### config.mk
export PLATFORM = sky130hd
export DESIGN_NAME = fetch_unit
export DESIGN_NICKNAME = d
export VERILOG_FILES = /design/src/rtl/rv_core_pkg.sv /design/src/rtl/fetch_out_buf.sv /design/src/rtl/fetch_unit.sv
export SDC_FILE = /design/constraint.sdc
export NUM_CORES = 1
export LEC_CHECK = 0
export CAP_MARGIN = 20
export CORE_ASPECT_RATIO = 2
export CORE_UTILIZATION = 40
export CTS_CLUSTER_DIAMETER = 120
export DETAILED_ROUTE_END_ITERATION = 6
export GPL_TIMING_DRIVEN = 1
export PLACE_DENSITY = 0.71
export SLEW_MARGIN = 0
export SYNTH_ARGS = -nofsm -noshare
export SYNTH_HDL_FRONTEND = slang
export SYNTH_SLANG_ARGS = --single-unit
### constraint.sdc
create_clock -name clk -period 2.3 [get_ports clk]
set_input_delay 0.46 -clock clk [delete_from_list [all_inputs] [get_ports clk]]
set_output_delay 0.46 -clock clk [all_outputs]
set_load 0.01 [all_outputs]
### src/rtl/rv_core_pkg.sv
// Shared types and constants for the fetch front end.
// Latency: n/a (package only).
// Backpressure: n/a (package only).
//
// Contents: default PC width, default reset PC, the NOP encoding that fills
// an empty instruction slot, and the fetch FSM state type.
package rv_core_pkg;

  localparam int          XLEN             = 32;
  localparam logic [31:0] RESET_PC_DEFAULT = 32'h0000_0000;
  localparam logic [31:0] NOP_INST         = 32'h0000_0013;  // addi x0, x0, 0

  typedef enum logic {
    S_REQ  = 1'b0,   // request presented to imem
    S_WAIT = 1'b1    // request accepted, awaiting its single response
  } fetch_state_t;

endpackage

### src/rtl/fetch_out_buf.sv
// One-entry (inst, inst_pc) holding register between fetch and decode.
// Latency: a load is visible on the outputs the cycle after the load edge.
// Backpressure: out_valid stays up and data holds until out_ready; flush drops the entry.
//
// Ports:
//   clk, reset          clock, synchronous active-high reset
//   flush               drop any held entry (wins over load and consume)
//   load, load_inst/pc  write a new entry; may coincide with a consume
//   out_ready           downstream accepts the held entry this cycle
//   out_valid/inst/pc   held entry; inst reads as NOP and pc as 0 after reset
module fetch_out_buf
  import rv_core_pkg::*;
#(
  parameter int XLEN = 32
) (
  input  logic            clk,
  input  logic            reset,
  input  logic            flush,
  input  logic            load,
  input  logic [31:0]     load_inst,
  input  logic [XLEN-1:0] load_pc,
  input  logic            out_ready,
  output logic            out_valid,
  output logic [31:0]     out_inst,
  output logic [XLEN-1:0] out_pc
);

  always_ff @(posedge clk) begin
    if (reset) begin
      out_valid <= 1'b0;
      out_inst  <= NOP_INST;
      out_pc    <= '0;
    end else begin
      // A load on the same edge as a consume replaces the old entry, so
      // valid only falls when the entry leaves with nothing behind it.
      if (flush) begin
        out_valid <= 1'b0;
      end else if (load) begin
        out_valid <= 1'b1;
      end else if (out_ready) begin
        out_valid <= 1'b0;
      end
      if (load && !flush) begin
        out_inst <= load_inst;
        out_pc   <= load_pc;
      end
    end
  end

endmodule

### src/rtl/fetch_unit.sv
// Owns the PC, fetches from imem one request at a time and hands (inst, inst_pc) to decode.
// Latency: request accept -> inst_valid = imem response latency + 1; redirect -> imem_addr next cycle.
// Backpressure: no new request while the output buffer is full and decode is not taking it.
//
// Ports:
//   clk, reset                      clock, synchronous active-high reset
//   pc_sel, target_pc               redirect from the branch controller (target low bits ignored)
//   imem_req_valid/ready, imem_addr fetch request channel (addr is the current PC)
//   imem_rsp_valid, imem_rsp_data   valid-only response, one per accepted request
//   inst_valid/ready, inst, inst_pc decode channel
//   redirect_cnt, squash_cnt        saturating event counters, present only with FETCH_PERF_EN
//
// A redirect while a request is in flight marks that response for squashing
// rather than cancelling the request, since imem always returns exactly one
// response per accepted request.
module fetch_unit #(
  parameter int                XLEN     = rv_core_pkg::XLEN,
  parameter logic [XLEN-1:0]   RESET_PC = rv_core_pkg::RESET_PC_DEFAULT
) (
  input  logic            clk,
  input  logic            reset,
  input  logic            pc_sel,
  input  logic [XLEN-1:0] target_pc,
  output logic            imem_req_valid,
  input  logic            imem_req_ready,
  output logic [XLEN-1:0] imem_addr,
  input  logic            imem_rsp_valid,
  input  logic [31:0]     imem_rsp_data,
  output logic            inst_valid,
  input  logic            inst_ready,
  output logic [31:0]     inst,
  output logic [XLEN-1:0] inst_pc
`ifdef FETCH_PERF_EN
  ,
  output logic [31:0]     redirect_cnt,
  output logic [31:0]     squash_cnt
`endif
);

  import rv_core_pkg::*;

  fetch_state_t    state_q, state_d;
  logic [XLEN-1:0] pc_q, pc_d;
  logic [XLEN-1:0] req_pc_q, req_pc_d;   // PC of the request in flight
  logic            squash_q, squash_d;   // in-flight response is wrong-path
  logic            load;
  logic [XLEN-1:0] target_aligned;

  assign target_aligned = target_pc & ~XLEN'(3);
  assign imem_addr      = pc_q;

  always_ff @(posedge clk) begin
    if (reset) begin
      state_q  <= S_REQ;
      pc_q     <= RESET_PC;
      req_pc_q <= '0;
      squash_q <= 1'b0;
    end else begin
      state_q  <= state_d;
      pc_q     <= pc_d;
      req_pc_q <= req_pc_d;
      squash_q <= squash_d;
    end
  end

  always_comb begin
    state_d        = state_q;
    pc_d           = pc_q;
    req_pc_d       = req_pc_q;
    squash_d       = squash_q;
    imem_req_valid = 1'b0;
    load           = 1'b0;

    case (state_q)
      S_REQ: begin
        // Only ask when the buffer is guaranteed free by the response edge.
        imem_req_valid = !reset && (!inst_valid || inst_ready);
        if (imem_req_valid && imem_req_ready) begin
          state_d  = S_WAIT;
          pc_d     = pc_q + XLEN'(4);
          req_pc_d = pc_q;
          squash_d = pc_sel;   // redirected while being accepted
        end
      end
      S_WAIT: begin
        if (imem_rsp_valid) begin
          state_d  = S_REQ;
          squash_d = 1'b0;
          load     = !squash_q && !pc_sel;
        end else if (pc_sel) begin
          squash_d = 1'b1;
        end
      end
      default: state_d = S_REQ;
    endcase

    if (pc_sel) begin
      pc_d = target_aligned;
    end
  end

  fetch_out_buf #(.XLEN(XLEN)) u_out_buf (
    .clk       (clk),
    .reset     (reset),
    .flush     (pc_sel),
    .load      (load),
    .load_inst (imem_rsp_data),
    .load_pc   (req_pc_q),
    .out_ready (inst_ready),
    .out_valid (inst_valid),
    .out_inst  (inst),
    .out_pc    (inst_pc)
  );

`ifdef FETCH_PERF_EN
  logic discard;
  assign discard = (state_q == S_WAIT) && imem_rsp_valid && (squash_q || pc_sel);

  always_ff @(posedge clk) begin
    if (reset) begin
      redirect_cnt <= '0;
      squash_cnt   <= '0;
    end else begin
      if (pc_sel && (redirect_cnt != 32'hFFFF_FFFF)) begin
        redirect_cnt <= redirect_cnt + 32'd1;
      end
      if (discard && (squash_cnt != 32'hFFFF_FFFF)) begin
        squash_cnt <= squash_cnt + 32'd1;
      end
    end
  end
`endif

endmodule

# After elaboration in Yosys (flattened, before gate mapping)
# Cells that the tools add are included.
# W data, S select, Z words.
totals:
  ff_bits: 131
  input_bits: 70
  output_inout_bits: 98
  word_cells: 43
op_classes:
  addsub: 1
  n_eq_ne: 3
  mux: 15
  bitwise: 1
  n_reduce_logical: 15
op_table:
  columns: ["operator", "count"]
  rows:
  - ["$mux W32", 3]
  - ["$add A32 B3 Y32 const B", 1]
  - ["$mux W1", 10]
  - ["$reduce_and A2 Y1", 3]
  - ["$logic_and A1 B1 Y1", 4]
  - ["$logic_not A1 Y1", 4]
  - ["$ne A2 B2 Y1 const B", 2]
  - ["$pmux W1 S2", 2]
  - ["$reduce_bool A2 Y1", 2]
  - ["$ne A3 B3 Y1 const B", 1]
  - ["$reduce_or A2 Y1", 1]
  - ["$logic_or A1 B1 Y1", 1]
  - ["$not A1 Y1", 1]

# Depth between registers and ports, before layout
depth:
  depth_word: 7
  ltp_mapped: 7
  ltp_nobuf: 5

# Cells and area by module
# From an unflattened synthesis, not the netlist that was laid out.
unflattened:
  hier_cells: 702
  area_unflattened_um2: 6207.2
by_module_without_submodules:
  columns: ["module", "n_inst", "cells_per_inst", "area_each_um2", "seq_area_each_um2"]
  rows:
  - ["fetch_unit", 1, 408, 3155.5, 1241.2]
  - ["fetch_out_buf", 1, 294, 3051.7, 1301.2]

# Least setup slack after synthesis
# Ideal clock, no wire load.
synth_timing:
  path_type: "reg2reg"
  startpoint: "reg pc_q[2] (netlist: imem_addr[2])"
  endpoint: "reg pc_q[30] (netlist: imem_addr[30])"
  setup_ps: 74
  arrival_time_ps: 1747
  required_ps: 2226
  setup_slack_ps: 478
  stages_incl_launch_ff: 7
  path_buffers: 1
  period_less_slack_ps: 1822
  cell_sequence: "dfxtp_1 > ha_1 > and3_1 > buf_4 > nand3_2 > or4_1 > a31oi_1"
synth_between:
  elab_chain_len: 4
synth_rtl:
  columns: ["element", "line_no", "text"]
  rows:
  - ["start: declaration", "fetch_unit.sv:43", "logic [XLEN-1:0] pc_q, pc_d;"]
  - ["start signal: assignment", "fetch_unit.sv:60", "pc_q <= pc_d;"]
  - ["$add A32 B3 Y32", "fetch_unit.sv:80", "pc_d = pc_q + XLEN'(4);"]
  - ["$mux W32", "fetch_unit.sv:78", "if (imem_req_valid && imem_req_ready) begin"]
  - ["$mux W32", "fetch_unit.sv:74", "case (state_q)"]
  - ["$mux W32", "fetch_unit.sv:97", "if (pc_sel) begin"]
# Every way passes these cells. The select of a mux whose other input is x is not followed.
# A chain may end at the register's enable or synchronous reset.

# Final worst setup path
layout_timing:
  startpoint: "in inst_ready"
  endpoint: "out imem_req_valid"
layout_between:
  elab_chain_len: 3
layout_rtl:
  columns: ["element", "line_no", "text"]
  rows:
  - ["start: declaration", "fetch_unit.sv:30", "input logic inst_ready,"]
  - ["$logic_or A1 B1 Y1", "fetch_unit.sv:77", "imem_req_valid = !reset && (!inst_valid || inst_ready);"]
  - ["$logic_and A1 B1 Y1", "fetch_unit.sv:77", null]
  - ["$mux W1", "fetch_unit.sv:74", null]
  - ["end: declaration", "fetch_unit.sv:24", "output logic imem_req_valid,"]
# Every way passes these cells.

==> out/metrics.cfg <==
[min_path]
hold_path_class = reg2reg

[grt]
first_pass_grt_wire_length_um = 22100
grt_max_degree = 75
grt_usage_pct = 21.8
grt_antenna_before_repair = 0
grt_pass1_vias = 4675
globalRouteOverflowTotal = 0

[timing]
rsz_0062_raised_after_global_routing = false
timing.fmax_ghz = 0.444
report.final.slew_viol_count = 0
worst_pin_slew_ns = 0.732
post-route-worst-setup-slack_ns = 0.0477
clock_tree_skew_after_final_layout_ns = 0.00701
fin_crit_ns = 2.25
final_setup_violations = 0
layout_worst_path_cycle_share_pct = 97.9
finalSetupTns_ns = 0
hold_violations = 0
max-slew-margin-rel_pct = 51.2
whs_ns = 0.453

[drt]
vias = 4882
avgViaCountPerCell = 5.14
totalWireLength_um = 13700
drt_pre_antenna_iters = 5
remaining_antenna_violation_count = 0
final_routed_wire_length_divided_by_cell_count_um = 14.5
routed.top_layer = met4
met2_wirelength_um = 7290
met3WireLength_um = 721
detail_route.wirelength.met1_um = 5450
detailedRoute.firstIterationViolations = 214
post-route-drc-count = 0

[clock_network]
post_cts_resized = 0
cts.repair_timing.setup_buffer_count = 0
cts_max_path_buffers = 2
clk_pin_slew_ns = 0.05
num_clock_sinks = 125
tritoncts = yes
number_of_buffers_inserted_during_clock_tree_synthesis = 17
cts_max_level = 4
clk_root_buffer_cell = clkbuf_16
cts_hold_buf = 0
clock_latency_ns = 0.40

[yosys]
synth.yosys.warnings = 0
synth.largest_area_cell = dfxtp_1
synth-edff-count = 0
yosys.area.top_type_share_pct = 50.0
flip_flop_cell_with_the_highest_count_after_synthesis = dfxtp_1
synth_seq_area_share_pct = 50.0
async_flop_share_pct = 0
synth.lib_cells_used.distinct = 40
synth.area.top_cells = dfxtp_1 50%, nand2_1 15%, a21oi_1 9.4%
syn_area_um2 = 5000
netlist_instances = 631
synth.ff_latch_count = 125
post_syn_area_per_cell_um2 = 7.93

[floorplanning]
initial_utilization_pct = 41.0
num_rows = 57
die_height_um = 160
design.die.area_um2 = 13000
die_w_um = 81.1
floorplan.io_pins = 168
core_region_area_um2 = 12200

[pwr]
p_int_mw = 4.17
p_comb_share_pct = 9.9
switching_share_of_total_power_pct = 23.2
static_leakage_nw = 2.60
cellPowerDensity_nw_per_um2 = 731
power.switching_mw = 1.26
power.share.sequential_pct = 42.8
irDropWorstVdd_mv = 0.594
p_clk_share_pct = 47.3

[layout]
layout-drive-gt1-share_pct = 7.73
layout.filler_cells = 1050
nNetsFinal = 860
antenna-diode-count = 0
seqCellArea_um2 = 2500
stdcell_count = 949
finalInstanceArea_um2 = 7420
synthToLayoutAreaGrowth_pct = 48.4
multi_input_gate_area_in_the_final_layout_um2 = 2300

[critical_path]
data_arrival_time_of_the_critical_path_ns = 1.79
path_class = in2out
cp.required_ns = 1.84
critPathCaptureType = output pin
r2r_slack_ns = 0.27
critical_path.max_fanout = 3
setup.worst_path.start_class = input port

[placed_design]
gp_congestion = 0.832
dp_worst_setup_slack_ns = 0.000198
numPlacedInstances = 917
post_place_instance_area_um2 = 6850
place.port_buffers = 161
dpl.hpwl_um = 9680

[run_status]
status = finished, final reports clean

[run]
drv.max_cap_violation_count = 0

[flip-flops by register name (all words and copies together), names as in the netlist]
register	flops
req_pc_q	30
u_out_buf.out_valid	1
squash_q	1
imem_addr	30
state_q	1
u_out_buf.out_inst	32
u_out_buf.out_pc	30
[logic make-up (layout without fill, tap and decap cells)]
kind of cell | Yosys count | after routing | synth area share [%]
XOR/XNOR | 25 | 25 | 4.38
adder cells (fa/ha/maj) | 1 | 1 | 0.250
buffers and inverters | 51 | 219 | 4.28
AO/OA/AOI/OAI | 133 | 133 | 15.0
flip-flops | 125 | 125 | 50.0
multiplexers | 2 | 2 | 0.400
AND/OR/NAND/NOR | 293 | 293 | 25.6
other | 1 | 4 | 0.0750
[final timing paths]
path | startpoint | endpoint | depth (start not counted)
setup / recovery | inst_ready | imem_req_valid | 4
hold / removal | u_out_buf.out_inst[30] | u_out_buf.out_inst[30] | 2
setup reg to reg | imem_addr[4] | imem_addr[30] | 5
hold reg to reg | u_out_buf.out_inst[30] | u_out_buf.out_inst[30] | 2
[cell type report]
type / instances / share of cell area [%]
clock buffer: 20 / 6.15
inverter: 3 / 0.152
sequential: 125 / 33.7
timing repair buffer: 184 / 24.8
multi-input combinational: 458 / 31.0
tap: 147 / 2.48
clock inverter: 12 / 1.62
[critical path: stages]
cell and delay (ns):
clkdlybuf4s50_1 0.45, nand2b_1 0.18, and2_1 0.16, clkdlybuf4s50_1 0.53
[through the flow]
| stage | utilization (%) | power, mW |
|---|---|---|
| 2_1_floorplan | - | 2.58 |
| 3_3_place_gp | 56.1 | 2.89 |
| 3_5_place_dp | 56.1 | 2.90 |
| 4_1_cts | 60.9 | 5.48 |
| 5_1_grt | 60.9 | 5.63 |
| 6_report | 60.9 | 5.43 |
[cells in the final DEF (no fill, tap or decap), types with 3 or more instances in the layout]
master / instances
nand2_1: 200
clkdlybuf4s50_1: 160
dfxtp_1: 125
a21oi_1: 94
nor2_1: 29
xor2_1: 21
nand3_1: 19
a211oi_1: 19
buf_4: 19
clkbuf_16: 17
nand4_1: 14
and3_1: 8
clkinv_2: 6
a31oi_1: 5
buf_12: 5
and2_1: 4
o21ai_0: 4
xnor2_1: 4
o22ai_1: 4
conb_1: 4
clkinvlp_4: 4
inv_1: 3
[cells in the mapped netlist, drive strengths merged (5+ instances only)]
cell / count
and3: 9
nand4: 15
nand2: 200
xor2: 21
clkbuf: 37
a21oi: 94
nor2: 29
a31oi: 5
dfxtp: 125
a211oi: 19
buf: 11
nand3: 20
[power groups by stage]
| stage | logic [mW] | clock network (mW) | registers [mW] |
|---|---|---|---|
| final | 0.539 | 2.57 | 2.32 |
| after floorplan | 0.207 | 0 | 2.38 |
| after global routing | 0.587 | 2.72 | 2.33 |
| after detailed placement | 0.539 | 0 | 2.36 |
| after CTS | 0.542 | 2.62 | 2.32 |
| after global placement | 0.530 | 0 | 2.36 |
[routing by layer]
metal  vias to the layer above  GRT usage [%]
li1                       2438              -
met1                      2243           24.2
met2                       183           37.9
met3                        18           4.69
met4                         0           10.5
met5                         -              0
Note: power is estimated with default switching activity, not from simulation.
